### src/rtl/boot_pkg.sv
// Shared types and constants for the instruction-memory boot loader.
// The CHECK state exists only when BOOT_CHECKSUM_EN is defined.
package boot_pkg;

    localparam int CHECKSUM_W = 8;
    localparam int LEN_BYTES  = 2;
    localparam int LEN_W      = 8 * LEN_BYTES;

    typedef enum logic [2:0] {
        LEN_LO = 3'd0,
        LEN_HI = 3'd1,
        LOAD   = 3'd2,
`ifdef BOOT_CHECKSUM_EN
        CHECK  = 3'd3,
`endif
        DONE   = 3'd4,
        ERROR  = 3'd5
    } state_t;

    function automatic logic [CHECKSUM_W-1:0] csum_update(
        input logic [CHECKSUM_W-1:0] acc,
        input logic [7:0]            data
    );
        return acc ^ data;
    endfunction

endpackage

### src/rtl/byte_to_word_packer.sv
// Assembles four accepted bytes little-endian into a 32-bit word and
// raises word_valid for one cycle after the fourth byte.
module byte_to_word_packer
    import boot_pkg::*;
(
    input  logic        clk,
    input  logic        areset,
    input  logic        clear,
    input  logic        byte_valid,
    input  logic [7:0]  byte_data,
    output logic [31:0] word,
    output logic        word_valid,
    output logic        last_byte
);

    logic [1:0]  byte_cnt_r;
    logic [31:0] word_r;
    logic        word_valid_r;

    // Byte lane steering, byte counter and the one-cycle word strobe.
    always_ff @(posedge clk or posedge areset) begin
        if (areset) begin
            byte_cnt_r   <= 2'd0;
            word_r       <= 32'd0;
            word_valid_r <= 1'b0;
        end else if (clear) begin
            byte_cnt_r   <= 2'd0;
            word_r       <= 32'd0;
            word_valid_r <= 1'b0;
        end else if (byte_valid) begin
            case (byte_cnt_r)
                2'd0:    word_r[7:0]   <= byte_data;
                2'd1:    word_r[15:8]  <= byte_data;
                2'd2:    word_r[23:16] <= byte_data;
                2'd3:    word_r[31:24] <= byte_data;
                default: word_r        <= word_r;
            endcase
            byte_cnt_r   <= byte_cnt_r + 2'd1;
            word_valid_r <= (byte_cnt_r == 2'd3);
        end else begin
            word_valid_r <= 1'b0;
        end
    end

    assign word       = word_r;
    assign word_valid = word_valid_r;
    assign last_byte  = (byte_cnt_r == 2'd3);

endmodule

### src/rtl/imem_boot_loader.sv
// Byte-stream boot loader: length header, little-endian payload written to
// instruction memory, optional XOR checksum (macro BOOT_CHECKSUM_EN).
module imem_boot_loader
    import boot_pkg::*;
#(
    parameter int          DEPTH_WORDS = 64,
    parameter logic [31:0] BASE_ADDR   = 32'h0000_0000
) (
    input  logic        CLK,
    input  logic        areset,
    input  logic        rx_valid,
    input  logic [7:0]  rx_data,
    input  logic        restart,
    output logic        rx_ready,
    output logic        imem_we,
    output logic [31:0] imem_addr,
    output logic [31:0] imem_wdata,
    output logic        core_reset,
    output logic        done,
    output logic        error
);

    localparam logic [LEN_W:0] DEPTH_LIM = DEPTH_WORDS[LEN_W:0];
`ifdef BOOT_CHECKSUM_EN
    localparam state_t POST_STATE = CHECK;
`else
    localparam state_t POST_STATE = DONE;
`endif
    localparam logic POST_IS_DONE = (POST_STATE == DONE);

    state_t             state_r;
    logic [LEN_W-1:0]   n_r;
    logic [15:0]        word_idx_r;
    logic [31:0]        addr_r;
    logic               rx_ready_r;
    logic               core_reset_r;
    logic               done_r;
    logic               error_r;
`ifdef BOOT_CHECKSUM_EN
    logic [CHECKSUM_W-1:0] csum_r;
`endif

    logic               accept_s;
    logic               load_byte_s;
    logic               clear_s;
    logic [LEN_W-1:0]   n_full_s;
    logic [31:0]        word_s;
    logic               word_valid_s;
    logic               last_byte_s;

    assign accept_s    = rx_valid && rx_ready_r;
    assign load_byte_s = accept_s && (state_r == LOAD);
    assign clear_s     = restart && ((state_r == DONE) || (state_r == ERROR));
    assign n_full_s    = {rx_data, n_r[7:0]};

    byte_to_word_packer u_packer (
        .clk        (CLK),
        .areset     (areset),
        .clear      (clear_s),
        .byte_valid (load_byte_s),
        .byte_data  (rx_data),
        .word       (word_s),
        .word_valid (word_valid_s),
        .last_byte  (last_byte_s)
    );

    // Loader FSM; every status output is registered here.
    always_ff @(posedge CLK or posedge areset) begin
        if (areset) begin
            state_r      <= LEN_LO;
            n_r          <= '0;
            word_idx_r   <= 16'd0;
            addr_r       <= BASE_ADDR;
            rx_ready_r   <= 1'b1;
            core_reset_r <= 1'b1;
            done_r       <= 1'b0;
            error_r      <= 1'b0;
`ifdef BOOT_CHECKSUM_EN
            csum_r       <= '0;
`endif
        end else begin
            case (state_r)
                LEN_LO: begin
                    if (accept_s) begin
                        n_r[7:0] <= rx_data;
                        state_r  <= LEN_HI;
                    end
                end
                LEN_HI: begin
                    if (accept_s) begin
                        n_r[15:8] <= rx_data;
                        if ({1'b0, n_full_s} > DEPTH_LIM) begin
                            state_r    <= ERROR;
                            error_r    <= 1'b1;
                            rx_ready_r <= 1'b0;
                        end else if (n_full_s == '0) begin
                            state_r      <= POST_STATE;
                            rx_ready_r   <= !POST_IS_DONE;
                            done_r       <= POST_IS_DONE;
                            core_reset_r <= !POST_IS_DONE;
                        end else begin
                            state_r <= LOAD;
                        end
                    end
                end
                LOAD: begin
                    // The write cycle itself blocks rx_ready, so no byte can land here.
                    if (word_valid_s) begin
                        word_idx_r <= word_idx_r + 16'd1;
                        addr_r     <= addr_r + 32'd4;
                        if (word_idx_r == (n_r - 16'd1)) begin
                            state_r      <= POST_STATE;
                            rx_ready_r   <= !POST_IS_DONE;
                            done_r       <= POST_IS_DONE;
                            core_reset_r <= !POST_IS_DONE;
                        end else begin
                            rx_ready_r <= 1'b1;
                        end
                    end else if (load_byte_s) begin
`ifdef BOOT_CHECKSUM_EN
                        csum_r <= csum_update(csum_r, rx_data);
`endif
                        if (last_byte_s) begin
                            rx_ready_r <= 1'b0;
                        end
                    end
                end
`ifdef BOOT_CHECKSUM_EN
                CHECK: begin
                    if (accept_s) begin
                        rx_ready_r <= 1'b0;
                        if (rx_data == csum_r) begin
                            state_r      <= DONE;
                            done_r       <= 1'b1;
                            core_reset_r <= 1'b0;
                        end else begin
                            state_r <= ERROR;
                            error_r <= 1'b1;
                        end
                    end
                end
`endif
                DONE, ERROR: begin
                    if (clear_s) begin
                        state_r      <= LEN_LO;
                        n_r          <= '0;
                        word_idx_r   <= 16'd0;
                        addr_r       <= BASE_ADDR;
                        rx_ready_r   <= 1'b1;
                        core_reset_r <= 1'b1;
                        done_r       <= 1'b0;
                        error_r      <= 1'b0;
`ifdef BOOT_CHECKSUM_EN
                        csum_r       <= '0;
`endif
                    end
                end
                default: begin
                    state_r      <= LEN_LO;
                    rx_ready_r   <= 1'b1;
                    core_reset_r <= 1'b1;
                    done_r       <= 1'b0;
                    error_r      <= 1'b0;
                end
            endcase
        end
    end

    assign rx_ready   = rx_ready_r;
    assign imem_we    = word_valid_s;
    assign imem_addr  = addr_r;
    assign imem_wdata = word_s;
    assign core_reset = core_reset_r;
    assign done       = done_r;
    assign error      = error_r;

endmodule

### config.mk
export PLATFORM = sky130hd
export DESIGN_NAME = imem_boot_loader
export DESIGN_NICKNAME = d
export VERILOG_FILES = /design/src/rtl/boot_pkg.sv /design/src/rtl/byte_to_word_packer.sv /design/src/rtl/imem_boot_loader.sv
export SDC_FILE = /design/constraint.sdc
export NUM_CORES = 1
export LEC_CHECK = 0
export ABC_CLOCK_PERIOD_IN_PS = 9600
export CAP_MARGIN = 25
export CORE_MARGIN = 2
export CORE_UTILIZATION = 45
export DETAILED_ROUTE_END_ITERATION = 8
export PLACE_DENSITY = 0.72
export SLEW_MARGIN = 20
export SYNTH_ARGS = -nofsm -noshare
export SYNTH_HDL_FRONTEND = slang
export SYNTH_SLANG_ARGS = --single-unit
### constraint.sdc
create_clock -name CLK -period 9.6 [get_ports CLK]
set_input_delay 1.92 -clock CLK [delete_from_list [all_inputs] [get_ports CLK]]
set_output_delay 1.92 -clock CLK [all_outputs]
set_load 0.03 [all_outputs]
==> impl_metrics.csv, run 1 <==
group,metric,value,unit
logic_synthesis,syn_inst,588,
run_status,violations,"design-rule violations",
critical_path,r2r_cells,7,
sta,setup_viol,0,
placement,dp.cells,786,
placement,numPortBuffers,78,
detailed_routing,vias,4533,
logic_synthesis,ys_ff_latch,104,
floorplanning,die_height,113,um
final_layout,fin_nets,674,
logic_synthesis,avgSynthCellArea,9.11,um^2
placement,gp_routability_congestion,0.886,
detailed_routing,ant_nets,0,
critical_path,crit_arrival,4.71,ns
detailed_routing,dr.pass1.iters,7,
power_and_ir_drop,seq_power_share,54.4,%
cts,cts_setup_buffers,0,
grt,grt_max_degree,77,
placement,dp_hpwl,9200,um
power_and_ir_drop,leakagePower,2.77,nW
floorplanning,dieArea,12800,um^2
grt,grt.total_usage,22.0,%
logic_synthesis,synth_cell_type_count,55,
grt,use_met1,30.5,%
cts,cts_buffers,9,
logic_synthesis,yosysWarnings,0,
sta,max_slew.worst_pin.slew,0.861,ns
cts,cts_sinks,104,
cts,clockBufferDepth,2,
detailed_routing,remaining_drc_errors,1,
final_layout,stdcell_count,803,
power_and_ir_drop,switchingPower,0.183,mW
final_layout,drive_above_1_share,5.61,%
critical_path,crit_type,"in -> reg",
floorplanning,rows,39,
grt,grt-ovfl-total,0,
cts,cts_tree,"done",
floorplanning,dieWidth,113,um
power_and_ir_drop,internal_power,0.621,mW
sta,period_share,46.8,%
logic_synthesis,synth_edf_count,0,
detailed_routing,routed_wl,13500,um
sta,finalSetupTns,0,ns
cts,cts-root-buf,"clkbuf_16",
grt,grt_first_pass_wirelength,22500,um
sta,rsz0062_at_grt,"no",
detailed_routing,wl_per_cell,16.8,um
logic_synthesis,ys_async_sr_fraction,100,%
power_and_ir_drop,power_frac_clock,42.8,%
critical_path,critPathMaxFanout,74,
placement,place_area,6230,um^2
grt,grt_pass1_vias,4405,
logic_synthesis,yosysTopAreaCell,"dfrtp_1",
hold_path,hold_path_depth,2,
critical_path,worstPathRequired,9.81,ns
critical_path,reg2reg_from,"state_r[2]$_DFFE_PP0P_",
run,cap_violations,0,
power_and_ir_drop,switching_share,22.8,%
floorplanning,initial_core_util,46.5,%
hold_path,hp-start,"u_packer.word[11]$_DFFE_PP0P_",
detailed_routing,via_per_inst,5.65,
grt,use_met2,35.3,%
grt,grt.busiest_layer,"met2",
sta,period_needed,4.50,ns
sta,fmaxAchievable,0.222,GHz
cts,postCtsHoldBufs,0,
grt,grt_antenna_before_repair,0,
sta,hold_violations,0,
cts,clock_latency,0.35,ns
final_layout,stdcell_area,6530,um^2
logic_synthesis,ys.flop_type,"dfrtp_1",
logic_synthesis,synthTopCellsByArea,"dfrtp_1, nand2_1, nand3_1",
final_layout,area_growth,21.9,%
cts,clk_pin_slew_worst_paths,0.07,ns
critical_path,startpoint_type,"input port",
power_and_ir_drop,powerDensity,123,nW/um^2
final_layout,num_antenna_cells,0,
power_and_ir_drop,peakVddDrop,90.3,uV
floorplanning,coreArea,11500,um^2
logic_synthesis,synth_area,5360,um^2
final_layout,final_common_cell,"dfrtp_1",
cts,htree_levels,3,
sta,drv_slew,0,
grt,met3_usage,4.50,%
hold_path,hp-class,"reg -> reg",
detailed_routing,first_iter_violations,268,
logic_synthesis,yosysSeqAreaShare,48.6,%
logic_synthesis,synth_top_area_share,47.6,%
final_layout,layout_common_cells,"dfrtp_1, nand2_1, clkdlybuf4s50_1",
critical_path,critPathLaunch,"restart",
cts,cts_repair_resize_count,0,
power_and_ir_drop,power_frac_comb,2.7,%
sta,slew_headroom,42.4,%
sta,fin_skew,0.00848,ns
critical_path,end_kind,"flop",
floorplanning,pin_count,81,
run_status,status,"finished, violations left",
-- area by class of cell --
type	instances	area, um^2
inverter	17	66.3
fill	1033	4980
clock buffer	10	229
sequential	104	2610
timing repair buffer	83	838
tap	143	179
multi-input combinational	440	2570
clock inverter	6	45.0
-- power by group through the flow --
stage	Combinational, mW	Sequential (mW)	Clock [mW]
final	0.0217	0.438	0.345
after global routing	0.0239	0.438	0.372
after CTS	0.0208	0.438	0.351
after detailed placement	0.0207	0.446	0
after global placement	0.0205	0.446	0
after floorplan	0.00839	0.446	0
-- logic make-up after synthesis --
kind of cell	count (synthesis)	share of synthesized area, %
AOI/OAI and AO/OA	104	12.3
xor gates and xnor gates	53	8.99
buffers and inverters	45	3.50
and+or+nand+nor	274	24.9
DFF	104	48.6
other	1	0.0700
adders and majority gates	7	1.63
-- per-stage QoR --
| stage | utilization, % | total power [mW] | setup WS, ns | hold WS [ns] |
|---|---|---|---|---|
| 2_1_floorplan | - | 0.455 | 4.95 | 0.458 |
| 3_3_place_gp | 54.1 | 0.467 | 4.83 | 0.504 |
| 3_5_place_dp | 54.1 | 0.467 | 4.74 | 0.508 |
| 4_1_cts | 56.5 | 0.809 | 5.10 | 0.522 |
| 5_1_grt | 56.7 | 0.833 | 4.86 | 0.546 |
| 6_report | 56.7 | 0.804 | 5.10 | 0.523 |
-- cells in the mapped netlist, types with 2 or more instances --
cell and instances:
buf_1 4, dfstp_2 2, o31a_1 2, nand2b_1 6
xnor2_1 21, nor4_1 4, nand4_1 14, a31oi_1 4
o32ai_1 2, xor2_1 31, dfrtp_1 102, ha_1 7
nand2_1 88, nand3b_1 3, buf_2 3, a21o_1 3
and4_1 5, buf_4 2, o211ai_1 2, o2111a_1 2
o31ai_1 4, clkbuf_1 18, nor3b_1 2, nand3_1 60
and3_1 5, or3_1 10, and2_1 6, o22a_1 2
nor2_1 51, nor3_1 8, or2_2 4, inv_1 17
o21ai_0 32, a21oi_1 39, or4_1 3
-- routing by layer --
metal | vias up | wire [um]
met4 | 0 | 170
met5 | - | 0
met2 | 110 | 6660
met3 | 12 | 533
met1 | 2232 | 6130
li1 | 2179 | -
-- state kept, by name (all words and copies together), names as in the netlist --
| name | cells |
|---|---|
| u_packer.word | 32 |
| imem_addr | 30 |
| n_r | 16 |
| word_idx_r | 16 |
| state_r | 3 |
| u_packer.byte_cnt_r | 2 |
| core_reset | 1 |
| done | 1 |
| error | 1 |
| rx_ready | 1 |
| u_packer.word_valid | 1 |
-- worst max-delay path, stage by stage --
cell and delay [ns]:
clkdlybuf4s50_1 0.53, and3b_2 0.19, buf_4 0.57, o211ai_1 0.39
nor3_1 0.63, nand3_1 0.18, xor2_1 0.17, nor2_1 0.05
-- final timing paths --
check | slack (ns) | end
worst max-delay path | 5.10 | imem_addr[24]$_DFFE_PP0P_
worst min-delay path | 0.52 | u_packer.word[11]$_DFFE_PP0P_
worst max register to register | 6.58 | imem_addr[24]$_DFFE_PP0P_
worst min register to register | 0.52 | u_packer.word[11]$_DFFE_PP0P_
max in group asynchronous | 6.70 | imem_addr[11]$_DFFE_PP0P_
min in group asynchronous | 1.89 | u_packer.word[18]$_DFFE_PP0P_
Power figures use the tool's default switching activity.
==> run 2: changes to the inputs <==
- ABC_CLOCK_PERIOD_IN_PS: 9600 -> 4350
- clock period: 9.6 -> 4.35 ns (I/O delays scaled with it)
==> impl_metrics.csv, run 2 (synthesis gave the netlist of run 1 again) <==
group,metric,value,unit
cts,cts-root-buf,"clkbuf_16",
final_layout,drive_above_1_share,5.61,%
detailed_routing,via_per_inst,5.66,
cts,cts_setup_buffers,0,
power_and_ir_drop,power,1.84,mW
sta,whs,0.509,ns
sta,slew_headroom,43.3,%
cts,postCtsHoldBufs,0,
final_layout,final_common_cell,"dfrtp_1",
placement,numPortBuffers,78,
run_status,status,"finished, violations left",
floorplanning,dieWidth,113,um
power_and_ir_drop,peakVddDrop,303,uV
hold_path,hp-class,"reg -> reg",
grt,grt_antenna_before_repair,0,
critical_path,end_kind,"flop",
final_layout,stdcell_area,6540,um^2
floorplanning,rows,39,
cts,cts_repair_resize_count,0,
critical_path,cpPeakStageDelay,0.61,ns
cts,cts_sinks,104,
run,cap_violations,0,
sta,finalSetupTns,0,ns
hold_path,hold_end,"core_reset$_DFFE_PP1P_",
critical_path,crit_arrival,3.11,ns
final_layout,fin_nets,674,
cts,clk_pin_slew_worst_paths,0.07,ns
sta,hold_violations,0,
detailed_routing,ant_nets,0,
final_layout,num_antenna_cells,0,
floorplanning,initial_core_util,46.5,%
sta,fmaxAchievable,0.345,GHz
cts,cts_tree,"done",
critical_path,critPathMaxFanout,10,
final_layout,area_growth,22.1,%
power_and_ir_drop,leakagePower,2.78,nW
power_and_ir_drop,powerDensity,282,nW/um^2
final_layout,stdcell_count,802,
grt,grt.total_usage,22.0,%
cts,clockBufferDepth,2,
critical_path,worstPathRequired,4.56,ns
sta,max_slew.worst_pin.slew,0.847,ns
sta,period_share,66.7,%
sta,fin_skew,0.0107,ns
floorplanning,coreArea,11500,um^2
sta,drv_slew,0,
detailed_routing,remaining_drc_errors,1,
critical_path,critPathSlowestCell,"nor3_1",
floorplanning,die_height,113,um
hold_path,hold_path_depth,2,
grt,grt_first_pass_wirelength,22800,um
cts,clock_latency,0.36,ns
final_layout,fillCellCount,1015,
placement,gp_routability_congestion,0.912,
detailed_routing,dr.pass1.iters,8,
grt,grt_max_degree,66,
run_status,violations,"design-rule violations",
critical_path,startpoint_type,"input port",
cts,htree_levels,3,
sta,period_needed,2.90,ns
detailed_routing,vias,4536,
final_layout,largest_reg_flops,32,
sta,rsz0062_at_grt,"no",
floorplanning,pin_count,81,
sta,setup_viol,0,
critical_path,ff2ff_setup_slack,1.59,ns
detailed_routing,first_iter_violations,281,
grt,grt_pass1_vias,4463,
placement,dp.cells,787,
critical_path,r2r_cells,8,
critical_path,rr_endpoint,"state_r[1]$_DFFE_PP0P_",
floorplanning,dieArea,12800,um^2
detailed_routing,routed_wl,13600,um
critical_path,reg2reg_from,"n_r[0]$_DFFE_PP0P_",
detailed_routing,wl_per_cell,16.9,um
hold_path,hp-start,"core_reset$_DFFE_PP1P_",
grt,grt-ovfl-total,0,
placement,dp_hpwl,9420,um
final_layout,layout_common_cells,"dfrtp_1, nand2_1, clkdlybuf4s50_1",
cts,cts_buffers,9,
critical_path,crit_type,"in -> reg",
placement,place_area,6240,um^2
critical_path,path_cells,"clkdlybuf4s50_1 > and3b_2 > o211ai_1 > nor3_1 > nand3_1 > xor2_1 > nor2_1",
==> run 2: cell types whose count changed in the layout (fill, tap and decap cells not counted), sizes merged <==
cell,change
bufinv,+1
clkbuf,-1
clkinvlp,-2
inv,+1
==> run 2: stage by stage <==
step	util, %	worst slack (ns)
2_1_floorplan	-	0.751
3_3_place_gp	54.2	1.19
3_5_place_dp	54.2	1.14
4_1_cts	56.8	1.48
5_1_grt	56.8	1.21
6_report	56.8	1.45
==> run 2: cell type report <==
cell class | count | area (um^2) | area share, %
repair buffers | 83 | 818 | 12.5
clock inverters | 6 | 78.8 | 1.20
flip-flops and latches | 104 | 2610 | 39.8
clock buffers | 9 | 225 | 3.44
inverters | 17 | 66.3 | 1.01
well taps | 143 | 179 | 2.73
multi-input cells | 440 | 2570 | 39.3
==> run 2: worst max-delay path, delay by kind of cell <==
family / cells / cell delay (ns)
compound gates: 1 / 0.29
simple gates: 4 / 1.22
xor+xnor: 1 / 0.18
buf+inv: 1 / 0.55
==> run 2: worst max-delay path by stage <==
stage,depth (start not counted),from,endpoint
after detailed placement,7,rx_data[3],state_r[2]$_DFFE_PP0P_
after floorplan,1,areset,done$_DFFE_PP0P_
final,7,restart,imem_addr[26]$_DFFE_PP0P_
after CTS,7,restart,imem_addr[24]$_DFFE_PP0P_
after global placement,7,restart,imem_addr[22]$_DFFE_PP0P_
after global routing,7,restart,imem_addr[30]$_DFFE_PP0P_
==> run 2: routing by layer <==
metal | vias to the layer above | global-route usage [%] | routed length, um | share of wire (%)
li1 | 2170 | - | - | -
met1 | 2202 | 30.9 | 6160 | 45
met2 | 139 | 33.6 | 6350 | 47
met3 | 25 | 5.46 | 784 | 5.8
met4 | 0 | 7.07 | 289 | 2.1
met5 | - | 0 | 0 | 0
==> run 2: power breakdown <==
group | internal (mW) | leakage (nW) | switching, mW
registers | 0.966 | 1.35 | 0
clock network | 0.454 | 0.149 | 0.379
logic | 0.0109 | 1.28 | 0.0339
==> run 3: changes to the inputs <==
- ABC_CLOCK_PERIOD_IN_PS: 4350 -> 2800
- clock period: 4.35 -> 2.8 ns (I/O delays scaled with it)
==> impl_metrics.csv, run 3 (synthesis gave the netlist of run 1 again) <==
group,metric,value,unit
grt,grt-ovfl-total,0,
final_layout,final_common_cell,"dfrtp_1",
detailed_routing,first_iter_violations,379,
power_and_ir_drop,internal_power,2.32,mW
run_status,status,"finished, violations left",
cts,clockBufferDepth,2,
power_and_ir_drop,switching_share,22.0,%
power_and_ir_drop,power_frac_comb,2.7,%
final_layout,fillCellCount,988,
power_and_ir_drop,power_frac_clock,46.8,%
cts,cts_repair_resize_count,0,
final_layout,area_growth,25.3,%
critical_path,critPathSlowestCell,"or4b_1",
floorplanning,die_height,113,um
final_layout,stdcell_area,6710,um^2
cts,postCtsHoldBufs,0,
critical_path,cpPeakStageDelay,0.59,ns
sta,finalSetupTns,0,ns
floorplanning,rows,39,
critical_path,ff2ff_setup_slack,0.25,ns
critical_path,worstPathRequired,3.02,ns
cts,cts_buffers,9,
critical_path,startpoint_type,"flop",
detailed_routing,via_per_inst,5.68,
critical_path,end_kind,"flop",
detailed_routing,routed_wl,14000,um
sta,slew_headroom,50.9,%
detailed_routing,wl_per_cell,17.1,um
critical_path,path_cells,"inv_1 > ha_1 > or4b_1 > o32ai_2 > o2111ai_2 > nor4_4 > a31oi_1",
floorplanning,pin_count,81,
cts,clk_pin_slew_worst_paths,0.07,ns
power_and_ir_drop,power,2.98,mW
sta,drv_slew,0,
critical_path,crit_arrival,2.77,ns
critical_path,critPathMaxFanout,6,
sta,period_share,91.2,%
power_and_ir_drop,seq_power_share,50.4,%
floorplanning,coreArea,11500,um^2
grt,grt.total_usage,22.8,%
power_and_ir_drop,powerDensity,443,nW/um^2
detailed_routing,dr.pass1.iters,7,
final_layout,layout_common_cells,"dfrtp_1, nand2_1, clkdlybuf4s50_1",
floorplanning,initial_core_util,46.5,%
floorplanning,dieArea,12800,um^2
floorplanning,dieWidth,113,um
hold_path,hp-class,"reg -> reg",
cts,cts_setup_buffers,0,
power_and_ir_drop,peakVddDrop,317,uV
final_layout,fin_nets,690,
run_status,violations,"design-rule violations",
final_layout,drive_above_1_share,7.99,%
cts,cts_tree,"done",
cts,cts_sinks,104,
power_and_ir_drop,leakagePower,2.87,nW
sta,fmaxAchievable,0.392,GHz
grt,grt_pass1_vias,4698,
run,cap_violations,0,
cts,clock_latency,0.35,ns
grt,grt_antenna_before_repair,0,
placement,numPortBuffers,78,
detailed_routing,remaining_drc_errors,1,
grt,grt_first_pass_wirelength,23400,um
final_layout,num_antenna_cells,0,
critical_path,crit_family,"simple AND/OR/NAND/NOR gates",
placement,place_area,6390,um^2
critical_path,crit_type,"reg -> reg",
cts,cts-root-buf,"clkbuf_16",
sta,max_slew.worst_pin.slew,0.736,ns
placement,gp_routability_congestion,0.925,
sta,hold_violations,0,
sta,period_needed,2.55,ns
sta,setup_viol,0,
grt,grt_max_degree,105,
power_and_ir_drop,switchingPower,0.654,mW
detailed_routing,ant_nets,0,
cts,htree_levels,3,
placement,dp_hpwl,9620,um
critical_path,critPathBufInv,1,
sta,rsz0062_at_grt,"no",
sta,fin_skew,0.00867,ns
detailed_routing,vias,4650,
final_layout,largest_reg_flops,32,
run 3: changes by cell type in the layout (fill, tap and decap cells not counted):
cell        change
bufinv_16       +1
buf_12          +2
inv_6           +3
clkinv_4        -2
inv_4           -1
buf_4          +14
inv_8           -2
clkinvlp_4      +2
run 3: power groups by stage:
stage / Sequential, mW / Clock (mW) / Combinational (mW)
6_report: 1.50 / 1.39 / 0.0811
5_1_grt: 1.50 / 1.47 / 0.0887
4_1_cts: 1.50 / 1.41 / 0.0828
3_5_place_dp: 1.53 / 0 / 0.0826
3_3_place_gp: 1.53 / 0 / 0.0816
2_1_floorplan: 1.53 / 0 / 0.0291
run 3: worst paths after layout:
path                                startpoint                       endpoint  depth (start not counted)
setup / recovery            n_r[0]$_DFFE_PP0P_         state_r[1]$_DFFE_PP0P_                          7
hold / removal             n_r[15]$_DFFE_PP0P_            n_r[15]$_DFFE_PP0P_                          2
setup reg to reg            n_r[0]$_DFFE_PP0P_         state_r[1]$_DFFE_PP0P_                          7
hold reg to reg            n_r[15]$_DFFE_PP0P_            n_r[15]$_DFFE_PP0P_                          2
max in group asynchronous               areset     word_idx_r[10]$_DFFE_PP0P_                          3
min in group asynchronous               areset  u_packer.word[18]$_DFFE_PP0P_                          3
run 3: worst register-to-register path, delay by kind of cell, from the launching register on:
family	cells	cell delay [ns]
and+or+nand+nor	2	1.03
AOI/OAI and AO/OA	3	0.64
DFF	1	0.41
adders and majority gates	1	0.26
buffers and inverters	1	0.09
run 3: routing by layer:
metal	vias up	share of wire, %	track usage [%]
li1	2199	-	-
met2	122	49	36.0
met1	2303	44	31.3
met4	0	2.5	8.78
met3	26	5.2	4.18
met5	-	0	0
run 3: cell type report:
cell class / count / area [um^2] / area share (%)
inverter: 17 / 67.6 / 1.01
tap: 143 / 179 / 2.66
clock buffer: 9 / 225 / 3.35
timing repair buffer: 99 / 963 / 14.3
multi-input combinational: 440 / 2570 / 38.3
sequential: 104 / 2610 / 38.8
clock inverter: 7 / 103 / 1.53
run 3: stage by stage:
stage	worst slack [ns]	hold slack (ns)	utilization, %	instances
after floorplan	0.526	0.458	-	589
after global placement	0.215	0.485	55.5	803
after detailed placement	0.120	0.493	55.5	803
after CTS	0.264	0.507	58.3	819
after global routing	0.0434	0.539	58.3	819
final	0.247	0.501	58.3	819
